File: src/rtl/eth_stat_pkg.sv
// Event index map shared by the statistics counter block and its users.
package eth_stat_pkg;

    localparam int unsigned TX_UNDERFLOW     = 0;
    localparam int unsigned TX_FIFO_OVERFLOW = 1;
    localparam int unsigned TX_FIFO_BAD      = 2;
    localparam int unsigned TX_FIFO_GOOD     = 3;
    localparam int unsigned RX_BAD_FRAME     = 4;
    localparam int unsigned RX_BAD_FCS       = 5;
    localparam int unsigned RX_FIFO_OVERFLOW = 6;
    localparam int unsigned RX_FIFO_BAD      = 7;
    localparam int unsigned RX_FIFO_GOOD     = 8;
    localparam int unsigned SPEED_CHANGE     = 9;

    localparam int unsigned NUM_STAT_EVENTS  = SPEED_CHANGE;

endpackage

File: src/rtl/eth_stat_counter.sv
// Single statistics counter: clear-then-increment, saturating or wrapping.
module eth_stat_counter #(
    parameter int unsigned COUNTER_WIDTH = 32,
    parameter int unsigned SATURATE      = 1
) (
    input  logic                     clk,
    input  logic                     rst,
    input  logic                     inc,
    input  logic                     clr,
    output logic [COUNTER_WIDTH-1:0] count
);

    logic [COUNTER_WIDTH-1:0] base;
    logic [COUNTER_WIDTH-1:0] next;

    // Clear applies first so a same-cycle event lands on the cleared value.
    always_comb begin
        base = clr ? '0 : count;
        next = base;
        if (inc) begin
            if ((SATURATE != 0) && (&base)) begin
                next = base;
            end else begin
                next = base + COUNTER_WIDTH'(1);
            end
        end
    end

    always_ff @(posedge clk) begin
        if (rst) begin
            count <= '0;
        end else begin
            count <= next;
        end
    end

endmodule

File: src/rtl/eth_mac_stat_counters.sv
// MAC statistics counters with snapshot bank, read/clear port and sticky interrupts.
module eth_mac_stat_counters
    import eth_stat_pkg::*;
#(
    parameter int unsigned NUM_EVENTS      = NUM_STAT_EVENTS,
    parameter int unsigned COUNTER_WIDTH   = 32,
    parameter int unsigned SATURATE        = 1,
    parameter int unsigned SNAPSHOT_ENABLE = 1,
    localparam int unsigned AW             = $clog2(NUM_EVENTS + 1)
) (
    input  logic                     logic_clk,
    input  logic                     logic_rst,
    input  logic [NUM_EVENTS-1:0]    event_i,
    input  logic [1:0]               speed_i,
    input  logic                     snapshot_i,
    input  logic                     rd_v_i,
    input  logic [AW-1:0]            rd_addr_i,
    input  logic                     rd_clear_i,
    output logic                     rd_ready_o,
    output logic                     rd_v_o,
    output logic [COUNTER_WIDTH-1:0] rd_data_o,
    input  logic                     rd_yumi_i,
    input  logic [NUM_EVENTS:0]      irq_mask_i,
    input  logic [NUM_EVENTS:0]      irq_clear_i,
    output logic [NUM_EVENTS:0]      irq_pending_o,
    output logic                     irq_o,
    output logic                     speed_change_o
);

    localparam int unsigned NC = NUM_EVENTS + 1;

    logic [NC-1:0]            inc;
    logic [NC-1:0]            clr;
    logic [COUNTER_WIDTH-1:0] live [NC];
    logic [COUNTER_WIDTH-1:0] snap [NC];
    logic [COUNTER_WIDTH-1:0] rd_sel;
    logic [1:0]               speed_q;
    logic                     speed_valid;
    logic                     speed_evt;
    logic                     hs;

    // speed_valid suppresses a bogus change against the reset value of speed_q.
    assign speed_evt  = speed_valid & (speed_i != speed_q);
    assign inc        = {speed_evt, event_i};
    assign rd_ready_o = logic_rst | ~rd_v_o | rd_yumi_i;
    assign hs         = rd_v_i & rd_ready_o & ~logic_rst;

    // Out-of-range addresses match no index: they read 0 and clear nothing.
    always_comb begin
        rd_sel = '0;
        clr    = '0;
        for (int unsigned i = 0; i < NC; i++) begin
            if (rd_addr_i == AW'(i)) begin
                rd_sel = (SNAPSHOT_ENABLE != 0) ? snap[i] : live[i];
                clr[i] = hs & rd_clear_i;
            end
        end
    end

    for (genvar g = 0; g < NC; g++) begin : g_cnt
        eth_stat_counter #(
            .COUNTER_WIDTH (COUNTER_WIDTH),
            .SATURATE      (SATURATE)
        ) u_cnt (
            .clk   (logic_clk),
            .rst   (logic_rst),
            .inc   (inc[g]),
            .clr   (clr[g]),
            .count (live[g])
        );
    end

    always_ff @(posedge logic_clk) begin
        if (logic_rst) begin
            for (int unsigned i = 0; i < NC; i++) snap[i] <= '0;
        end else if (snapshot_i) begin
            for (int unsigned i = 0; i < NC; i++) snap[i] <= live[i];
        end
    end

    always_ff @(posedge logic_clk) begin
        if (logic_rst) begin
            rd_v_o    <= 1'b0;
            rd_data_o <= '0;
        end else if (hs) begin
            rd_v_o    <= 1'b1;
            rd_data_o <= rd_sel;
        end else if (rd_yumi_i) begin
            rd_v_o    <= 1'b0;
        end
    end

    always_ff @(posedge logic_clk) begin
        if (logic_rst) begin
            speed_q        <= '0;
            speed_valid    <= 1'b0;
            speed_change_o <= 1'b0;
        end else begin
            speed_q        <= speed_i;
            speed_valid    <= 1'b1;
            speed_change_o <= speed_evt;
        end
    end

    always_ff @(posedge logic_clk) begin
        if (logic_rst) begin
            irq_pending_o <= '0;
            irq_o         <= 1'b0;
        end else begin
            irq_pending_o <= inc | (irq_pending_o & ~irq_clear_i);
            irq_o         <= |(irq_pending_o & irq_mask_i);
        end
    end

endmodule

File: config.mk
export PLATFORM = sky130hd
export DESIGN_NAME = eth_mac_stat_counters
export DESIGN_NICKNAME = d
export VERILOG_FILES = /design/src/rtl/eth_stat_pkg.sv /design/src/rtl/eth_stat_counter.sv /design/src/rtl/eth_mac_stat_counters.sv
export SDC_FILE = /design/constraint.sdc
export NUM_CORES = 1
export LEC_CHECK = 0
export CORE_MARGIN = 3
export CORE_UTILIZATION = 56
export CTS_CLUSTER_DIAMETER = 200
export DETAILED_ROUTE_END_ITERATION = 6
export HOLD_SLACK_MARGIN = 0.12
export MAX_ROUTING_LAYER = met4
export PLACE_DENSITY = 0.76
export SYNTH_ARGS = -nofsm -noshare
export SYNTH_HDL_FRONTEND = slang
export SYNTH_SLANG_ARGS = --single-unit
File: constraint.sdc
create_clock -name logic_clk -period 6.4 [get_ports logic_clk]
set_input_delay 1.28 -clock logic_clk [delete_from_list [all_inputs] [get_ports logic_clk]]
set_output_delay 1.28 -clock logic_clk [all_outputs]
set_load 0.01 [all_outputs]
# [Yosys cells after proc, flatten, opt, wreduce, memory -nomap -nowiden]
# Memories as Yosys holds them, arrays and structs flattened.
# Cells that the tools add are included.
[totals] ff_bits=368 memories=1 wordCells=141 out_inout_bits=46 in_bits=41 ram_bits=320
[mem_list] name="snap" words=10 width=32 read_ports=10 rd_ports_with_merged_regs=0 wr=10 line_no="eth_mac_stat_counters.sv:35" source="logic [COUNTER_WIDTH-1:0] snap [NC];"
[classes] n_eq_ne=10 mux=68 addsub=10 n_reduce_logical=13 bitwise_logic=22
[ops] operator="$mux W32" count=50
[ops] operator="$add A32 B1 Y32 const B" count=10
[ops] operator="$reduce_and A32 Y1" count=10
[ops] operator="$and A10 B10 Y10" count=2
[ops] operator="$mux W1" count=18
[ops] operator="$eq A4 B3 Y1 const B" count=4
[ops] operator="$or A1 B1 Y1" count=12
[ops] operator="$not A10 Y10" count=1
[ops] operator="$or A10 B10 Y10" count=1
[ops] operator="$reduce_or A10 Y1" count=1
[ops] operator="$eq A4 B2 Y1 const B" count=2
[ops] operator="$eq A4 B4 Y1 const B" count=2
[ops] operator="$and A1 B1 Y1" count=4
[ops] operator="$eq A4 B1 Y1 const B" count=1
[ops] operator="$logic_not A4 Y1" count=1
[ops] operator="$ne A2 B2 Y1" count=1
[ops] operator="$not A1 Y1" count=2
[ops] operator="$reduce_bool A2 Y1" count=1

# [Depth between registers and ports, before layout]
# Gate-level depths: netlist of run 1.
[logic_depth] word_depth=11 ltp_mapped=14 mapped_depth_nobuf=10

# [Cells and area by module]
# Synthesis of run 1 repeated with hierarchy kept, for this count alone.
[unflattened] cells_unflattened=3568 hier_area_um2=34694.5
[modules_own_cells] module="eth_stat_counter" area_per_inst_um2=1773.0 cells_per_inst=216 seq_area_each_um2=640.6 instances=10
[modules_own_cells] module="eth_mac_stat_counters" area_per_inst_um2=16965.0 cells_per_inst=1408 seq_area_each_um2=10570.1 instances=1

# [Worst setup path before layout of run 1]
# OpenSTA, ideal clock, no wires.
[synth_timing] path_kind="input-to-reg" startpoint="input port logic_rst" endpoint="memory snap[0][0] (enable)" required_time_ns=5.850 stages=3 setup_time_ns=0.550 slack_ns=0.163 arrival_time_ns=5.687 path_buffers=2 path_cell_list="clkbuf_1 clkbuf_1 or2_2"
[synth_rtl] item="start, declared" line_no="eth_mac_stat_counters.sv:12" source="input logic logic_rst,"
[synth_rtl] item="end, declared" line_no="eth_mac_stat_counters.sv:35"

# [Worst setup path in the final report of run 1]
[layout_timing] startpoint="input port rd_addr_i[3]" endpoint="register g_cnt[2].u_cnt.count[13]"
[layout_between] elab_chain_len=6 elab_cells_between_ends=7 cone_classes="add/sub: 1; eq/ne: 1; mux: 4; reduce/logical: 1"
[layout_rtl] item="start, declared" line_no="eth_mac_stat_counters.sv:17" source="input logic [AW-1:0] rd_addr_i,"
[layout_rtl] item="$eq A4 B2 Y1 (*)" line_no="eth_mac_stat_counters.sv:53" source="if (rd_addr_i == AW'(i)) begin"
[layout_rtl] item="$mux W1 (*)" line_no="eth_mac_stat_counters.sv:53"
[layout_rtl] item="$mux W32 (*)" line_no="eth_stat_counter.sv:18" source="base = clr ? '0 : count;"
[layout_rtl] item="$add A32 B1 Y32 / $reduce_and A32 Y1 (equally long branches)" line_no="eth_stat_counter.sv:24, eth_stat_counter.sv:21"
[layout_rtl] item="$mux W32" line_no="eth_stat_counter.sv:21" source="if ((SATURATE != 0) && (&base)) begin"
[layout_rtl] item="$mux W32 (*)" line_no="eth_stat_counter.sv:20" source="if (inc) begin"
[layout_rtl] item="end signal, assigned" line_no="eth_stat_counter.sv:33" source="count <= next;"
[layout_rtl] item="end, declared" line_no="eth_stat_counter.sv:10" source="output logic [COUNTER_WIDTH-1:0] count"
# Mark *: on every way between the ends. The rest lies on a longest branch, timed or not.
# A chain may end at the register's enable or synchronous reset.

==> impl_metrics.py, run 1 <==
metrics = {
    "sta": {
        "fin_crit_sh": 0.7872,
        "worst_pin_slew_ps": 1066,
        "period_needed_ps": 5038,
        "maxSlewHeadroom": 0.2842,
        "drv_slew": 0,
        "rsz0062_at_grt": "no",
        "finClkSkew_ps": 16.47,
        "finalSetupViolCount": 0,
        "max_freq_mhz": 198.5,
        "hold_violations": 0,
        "final.setup.tns_ps": 0,
    },
    "setup_path": {
        "max_stage_delay_ps": 1010,
        "cp_cell_sequence": "clkdlybuf4s50_1 > or3b_2 > or4_1 > and2_1 > ha_1 > nand2_1 > or4_1 > nor4_2 > buf_4 > nor3_1 > xor2_1 > nor2_1",
        "crit_top_cell": "or4_1",
        "worst-path-max-fanout": 16,
        "critPathArrivalTime_ps": 5500,
        "critPathLaunchType": "input port",
        "worstSetupPathType": "input port to register",
        "reg2reg_depth": 11,
        "reg2reg_from": "rd_v_o",
        "worstReg2RegEnd": "g_cnt[3].u_cnt.count[1]",
        "r2r_slack_ps": 2530,
        "required_ps": 6860,
        "crit_slowest_cell": "clkdlybuf4s50_1",
        "worst_setup_path_end_kind": "register",
    },
    "worst_hold_path": {
        "hp-start": "rd_data_o[4]",
        "holdPathStages": 2,
        "hold_path_end": "rd_data_o[4]",
        "hold_path.class": "register to register",
    },
    "grt": {
        "gr-total-overflow": 0,
        "antenna_found_initial": 10,
        "track_usage": 0.3141,
        "grt_max_degree": 151,
        "grt_pass1_wl_um": 142100,
        "first_global_vias": 23920,
    },
    "clocking": {
        "cts_max_level": 3,
        "cts_tree": "built",
        "cts-hold-fix-buffers": 0,
        "cts_made_buffers": 71,
        "clock_latency_ps": 600,
        "cts_sinks": 688,
        "post_cts_buffers": 0,
        "ctsResizeCount": 0,
        "clock-root-buffer": "clkbuf_16",
        "cts_max_path_buffers": 3,
        "path_clk_slew_ps": 60,
    },
    "route": {
        "wl_per_cell_um": 22.84,
        "drt_iter0_drc": 2944,
        "ant_nets": 0,
        "drt-total-wl_um": 92740,
        "vias": 25700,
        "viasPerCell": 6.330,
        "dr.pass1.iters": 6,
        "drc": 0,
    },
    "pwr": {
        "pwr-share-clk": 0.440,
        "p_seq_frac": 0.505,
        "vdd_drop_max_mv": 0.1846,
        "p_per_area_mw_per_mm2": 265.7,
        "pwr-share-comb": 0.054,
        "p_switching_mw": 2.161,
        "netSwitchingFraction": 0.2269,
        "p_int_mw": 7.363,
        "p_leak_nw": 12.38,
    },
    "finish": {
        "layout_common_cells": "dfxtp_1, and2_1, nor2_1, edfxtp_1, nand2_1",
        "final_util": 0.6431,
        "mostFrequentLayoutCell": "dfxtp_1",
        "layout-drive-gt1-share": 0.05724,
        "nets": 3300,
        "area_growth_pct": 12.15,
    },
    "status": {
        "status": "completed",
    },
    "job": {
        "cap_violations": 0,
    },
    "placement": {
        "place.gp.congestion": 0.9826,
        "port_buffers": 86,
        "hpwlAfterDp_um": 65760,
    },
    "synthesis": {
        "synth_seq_area_share": 0.5311,
        "ys_warn_count": 0,
        "synthesis.area_sq_mm": 0.03196,
        "syn-instance-count": 3227,
        "synth_edf_count": 320,
        "synth_top_area_cell": "edfxtp_1",
        "syn_nets": 3278,
        "synth_flop_cell": "dfxtp_1",
        "yosysTopAreaCellShare": 0.3006,
        "synthTopCellsByArea": "edfxtp_1, dfxtp_1, and2_1, nor2_1, xnor2_1",
        "synth_cell_types": 68,
        "ys_async_sr_fraction": 0,
        "syn_area_per_cell_sq_um": 9.905,
        "ys_ff_latch": 688,
    },
    "floorplan": {
        "die_w_um": 244.9,
        "die_h_um": 244.9,
        "start_util": 0.5734,
        "rows": 86,
        "coreArea_sq_mm": 0.05574,
        "ios": 87,
        "die_area_sq_mm": 0.05998,
    },
}
## kinds of logic (layout without fill, tap and decap cells)
group	count (synthesis)	count (layout)	synth area share
adder cells (fa/ha/maj)	10	10	0.003915
XOR/XNOR	233	233	0.06385
multiplexers	38	38	0.01347
AO/OA/AOI/OAI	495	495	0.1054
other	0	10	0
flip-flops	688	688	0.5311
AND/OR/NAND/NOR	1536	1536	0.2552
buffers and inverters	227	302	0.02709
## sequential cells by signal, indices dropped and copies added (netlist names)
| name | flops |
|---|---|
| rd_data_o | 32 |
| speed_valid | 1 |
| irq_pending_o | 10 |
| irq_o | 1 |
| snap | 320 |
| speed_change_o | 1 |
| speed_q | 2 |
| rd_v_o | 1 |
| g_cnt.u_cnt.count | 320 |
## layout make-up
class / count / area, sq um
clock inverters: 25 / 256.5
well taps: 748 / 935.9
repair buffers: 134 / 1251
diodes: 10 / 25.02
flip-flops and latches: 688 / 16980
inverters: 42 / 157.7
fillers: 4465 / 19890
clock buffers: 101 / 2085
multi-input cells: 2312 / 14160
## cells in the mapped netlist, types with 7 or more instances
cell type    n
dfxtp_1    368
clkbuf_1   167
a2111oi_0   10
a22oi_1     23
o211ai_1    51
a221oi_1    44
nor4b_1     11
a31oi_1     12
a22o_1      20
a21oi_1    104
xor2_1     108
ha_1        10
edfxtp_1   320
nor2_1     332
or3_1       43
o2bb2ai_1   18
xnor2_1    125
mux2i_1     34
a211oi_1    35
nand4_1    128
or2_2        7
nor3_1      82
a211o_1      8
o22ai_1     37
nor4_1      56
inv_1       41
or4_1       18
o21ai_0     84
nand2b_1     8
and3_1      51
and2_1     355
nor2b_1      7
and4_1      34
nor3b_1      8
nand3_1    135
nand2_1    236
buf_1       12
## power groups by stage
stage / logic (mW) / registers [mW] / clock network [mW]
2_1_floorplan: 0.281 / 4.88 / 0
3_3_place_gp: 0.496 / 4.90 / 0
3_5_place_dp: 0.507 / 4.90 / 0
4_1_cts: 0.510 / 4.81 / 4.23
5_1_grt: 0.550 / 4.82 / 4.42
6_report: 0.519 / 4.81 / 4.19
## stage by stage
stage,instances,hold WS (ps),power (mW),cell area [sq um],setup WS (ps)
after global routing,4060,488.6,9.791,35850,1035
after detailed placement,3924,450.2,5.411,33480,846.7
after floorplan,3227,436.8,5.158,31960,163.1
after global placement,3924,447.6,5.399,33480,1016
after CTS,4050,461.4,9.556,35820,1489
final,4060,458.7,9.524,35850,1362
## worst max-delay path, delay by kind of cell
kind          cells  cell delay [ps]
simple gates      8             2490
xor+xnor          1              180
fa+ha+maj         1              210
buf+inv           2             1310
## worst max path at each step
stage,start,endpoint,slack (ps)
floorplan,logic_rst,snap[0][0],160
global placement,rd_addr_i[1],g_cnt[5].u_cnt.count[17],1020
detailed placement,rd_addr_i[1],g_cnt[2].u_cnt.count[13],850
CTS,rd_addr_i[1],g_cnt[3].u_cnt.count[1],1490
global route,rd_addr_i[1],g_cnt[3].u_cnt.count[1],1040
finish,rd_addr_i[3],g_cnt[2].u_cnt.count[13],1360
## per-layer routing
layer | up-vias | routed length [um] | GRT usage
li1 | 11800 | - | -
met4 | 0 | 3744 | 0.1264
met5 | - | 0 | -
met1 | 12490 | 39100 | 0.4222
met3 | 203 | 8150 | 0.06030
met2 | 1204 | 41740 | 0.4716
No activity file was read; power rests on OpenSTA's default activity.
==> inputs of run 2 (changes only) <==
--- a/config.mk
+++ b/config.mk
@@ -6,12 +6,12 @@
 export NUM_CORES = 1
 export LEC_CHECK = 0
 export CORE_MARGIN = 3
-export CORE_UTILIZATION = 56
+export CORE_UTILIZATION = 60
 export CTS_CLUSTER_DIAMETER = 200
 export DETAILED_ROUTE_END_ITERATION = 6
 export HOLD_SLACK_MARGIN = 0.12
 export MAX_ROUTING_LAYER = met4
-export PLACE_DENSITY = 0.76
+export PLACE_DENSITY = 0.78
 export SYNTH_ARGS = -nofsm -noshare
 export SYNTH_HDL_FRONTEND = slang
 export SYNTH_SLANG_ARGS = --single-unit
==> constraint.sdc (replaced) <==
create_clock -name logic_clk -period 4.7 [get_ports logic_clk]
set_input_delay 0.94 -clock logic_clk [delete_from_list [all_inputs] [get_ports logic_clk]]
set_output_delay 0.94 -clock logic_clk [all_outputs]
set_load 0.01 [all_outputs]
==> run 2 against run 1 <==
Global-route usage rose by 1.2 points. Sequential power grew 36%. Total power rose by 37%. Sequential share of layout area decreased by 0.36 points. Critical path depth shrank 1. Die area shrank 6.5%. Non-clock buffer count rose by 39. Utilization up 5.1 points. Setup slack worse by 710 ps. Via count up 1.5%. Register-to-register slack got worse by 1400 ps. Sequential cell count did not move. Critical path type unchanged. Largest cell class unchanged.
==> impl_metrics.py, run 2 (synthesis results as in run 1) <==
metrics = {
    "route": {
        "wl_per_cell_um": 22.68,
        "dr.max_layer_used": "met4",
        "dr.pass1.iters": 6,
        "wl_met2_um": 40830,
        "drt-total-wl_um": 91470,
        "viasPerCell": 6.467,
        "drt_iter0_drc": 3218,
        "m1WireLength_um": 38740,
        "met3_length_um": 8448,
        "ant_nets": 0,
        "drc": 0,
        "vias": 26080,
    },
    "setup_path": {
        "critPathArrivalTime_ps": 4500,
        "max_stage_delay_ps": 810,
        "required_ps": 5150,
        "cp_cell_sequence": "clkdlybuf4s50_1 > nand2b_1 > or4_1 > and2_1 > ha_1 > nand2_1 > or4_1 > o311ai_0 > nor3_1 > a31oi_1 > a211oi_1",
        "worst_setup_path_end_kind": "register",
        "cp_num_cells": 11,
        "crit_top_cell": "or4_1",
        "worst-path-max-fanout": 8,
        "startpoint": "rd_addr_i[0]",
        "crit_slowest_cell": "clkdlybuf4s50_1",
        "reg2reg_from": "rd_v_o",
        "cp_top_family": "simple AND/OR/NAND/NOR gates",
        "path_buf_inv": 1,
        "worstSetupPathType": "input port to register",
        "reg2reg_depth": 10,
        "critPathLaunchType": "input port",
        "r2r_slack_ps": 1090,
    },
    "clocking": {
        "cts_made_buffers": 73,
        "cts_max_level": 3,
        "cts_max_path_buffers": 3,
        "cts_sinks": 688,
        "cts_tree": "built",
        "clock_latency_ps": 620,
        "clock-root-buffer": "clkbuf_16",
        "ctsResizeCount": 0,
        "post_cts_buffers": 0,
        "path_clk_slew_ps": 60,
        "cts-hold-fix-buffers": 0,
    },
    "finish": {
        "nets": 3341,
        "layout-drive-gt1-share": 0.06866,
        "layout_common_cells": "dfxtp_1, and2_1, nor2_1, edfxtp_1, nand2_1",
        "mostFrequentLayoutCell": "dfxtp_1",
        "area_growth_pct": 13.02,
        "largestRegisters": "g_cnt.u_cnt.count x320, snap x320, rd_data_o x32",
        "stdcell_count": 4033,
    },
    "floorplan": {
        "start_util": 0.6143,
        "rows": 83,
        "die_w_um": 236.8,
        "die_area_sq_mm": 0.05608,
        "ios": 87,
        "coreArea_sq_mm": 0.05203,
        "die_h_um": 236.8,
    },
    "grt": {
        "track_usage": 0.3266,
        "grt_max_degree": 321,
        "gr-total-overflow": 0,
        "grt_pass1_wl_um": 140100,
        "antenna_found_initial": 3,
        "first_global_vias": 23900,
    },
    "worst_hold_path": {
        "hp-start": "rd_data_o[10]",
        "holdPathStages": 2,
        "hold_path.class": "register to register",
    },
    "pwr": {
        "p_leak_nw": 12.63,
        "p_per_area_mw_per_mm2": 361.6,
        "vdd_drop_max_mv": 0.2465,
    },
    "sta": {
        "hold_violations": 0,
        "worst_pin_slew_ps": 1191,
        "max_freq_mhz": 246.7,
        "final.setup.tns_ps": 0,
        "maxSlewHeadroom": 0.2058,
        "drv_slew": 0,
        "rsz0062_at_grt": "no",
        "finClkSkew_ps": 20.13,
        "fin_crit_sh": 0.8623,
        "finalSetupViolCount": 0,
        "period_needed_ps": 4053,
    },
    "status": {
        "status": "completed",
    },
    "placement": {
        "place.gp.congestion": 0.9729,
        "port_buffers": 86,
        "placed_cells": 3895,
        "hpwlAfterDp_um": 63870,
    },
    "job": {
        "cap_violations": 0,
    },
}
==> run 2: layout make-up <==
class	count	area [sq um]
antenna	3	7.507
inverter	42	157.7
sequential	688	16980
clock inverter	38	315.3
clock buffer	97	2093
timing repair buffer	173	1569
fill	3830	15900
tap	680	850.8
multi-input combinational	2312	14150
==> run 2: worst paths after layout <==
path | end
worst max register to register | g_cnt[2].u_cnt.count[29]
worst min register to register | rd_data_o[10]
worst min-delay path | rd_data_o[10]
worst max-delay path | g_cnt[2].u_cnt.count[29]
==> run 2: metal layers <==
layer | vias up | GRT usage
met1 | 12660 | 0.4608
li1 | 11890 | -
met5 | - | -
met4 | 0 | 0.1147
met3 | 205 | 0.05800
met2 | 1335 | 0.4769
==> run 2: where the power goes <==
part	internal, mW	leakage (nW)	switching [mW]
Clock	3.41	1.20	2.39
Sequential	6.44	6.48	0.105
Combinational	0.236	4.95	0.479
==> run 2: stage by stage <==
stage               instance area (sq um)  hold WS [ps]  total power [mW]  utilization  setup WS, ps
finish                              36120         454.1             13.06       0.6943         647.1
global route                        36120         482.0             13.38       0.6943         450.9
CTS                                 36120         459.6             13.08       0.6942         753.7
detailed placement                  33710         451.2             7.364       0.6479         127.8
global placement                    33710         444.0             7.345       0.6479         318.9
floorplan                           31970         436.8             7.014            -         426.3
==> run 2: tightest hold or removal path: stages, from the launching register on <==
cell and delay, ps:
dfxtp_1 310, nand2_1 50, a21oi_1 50
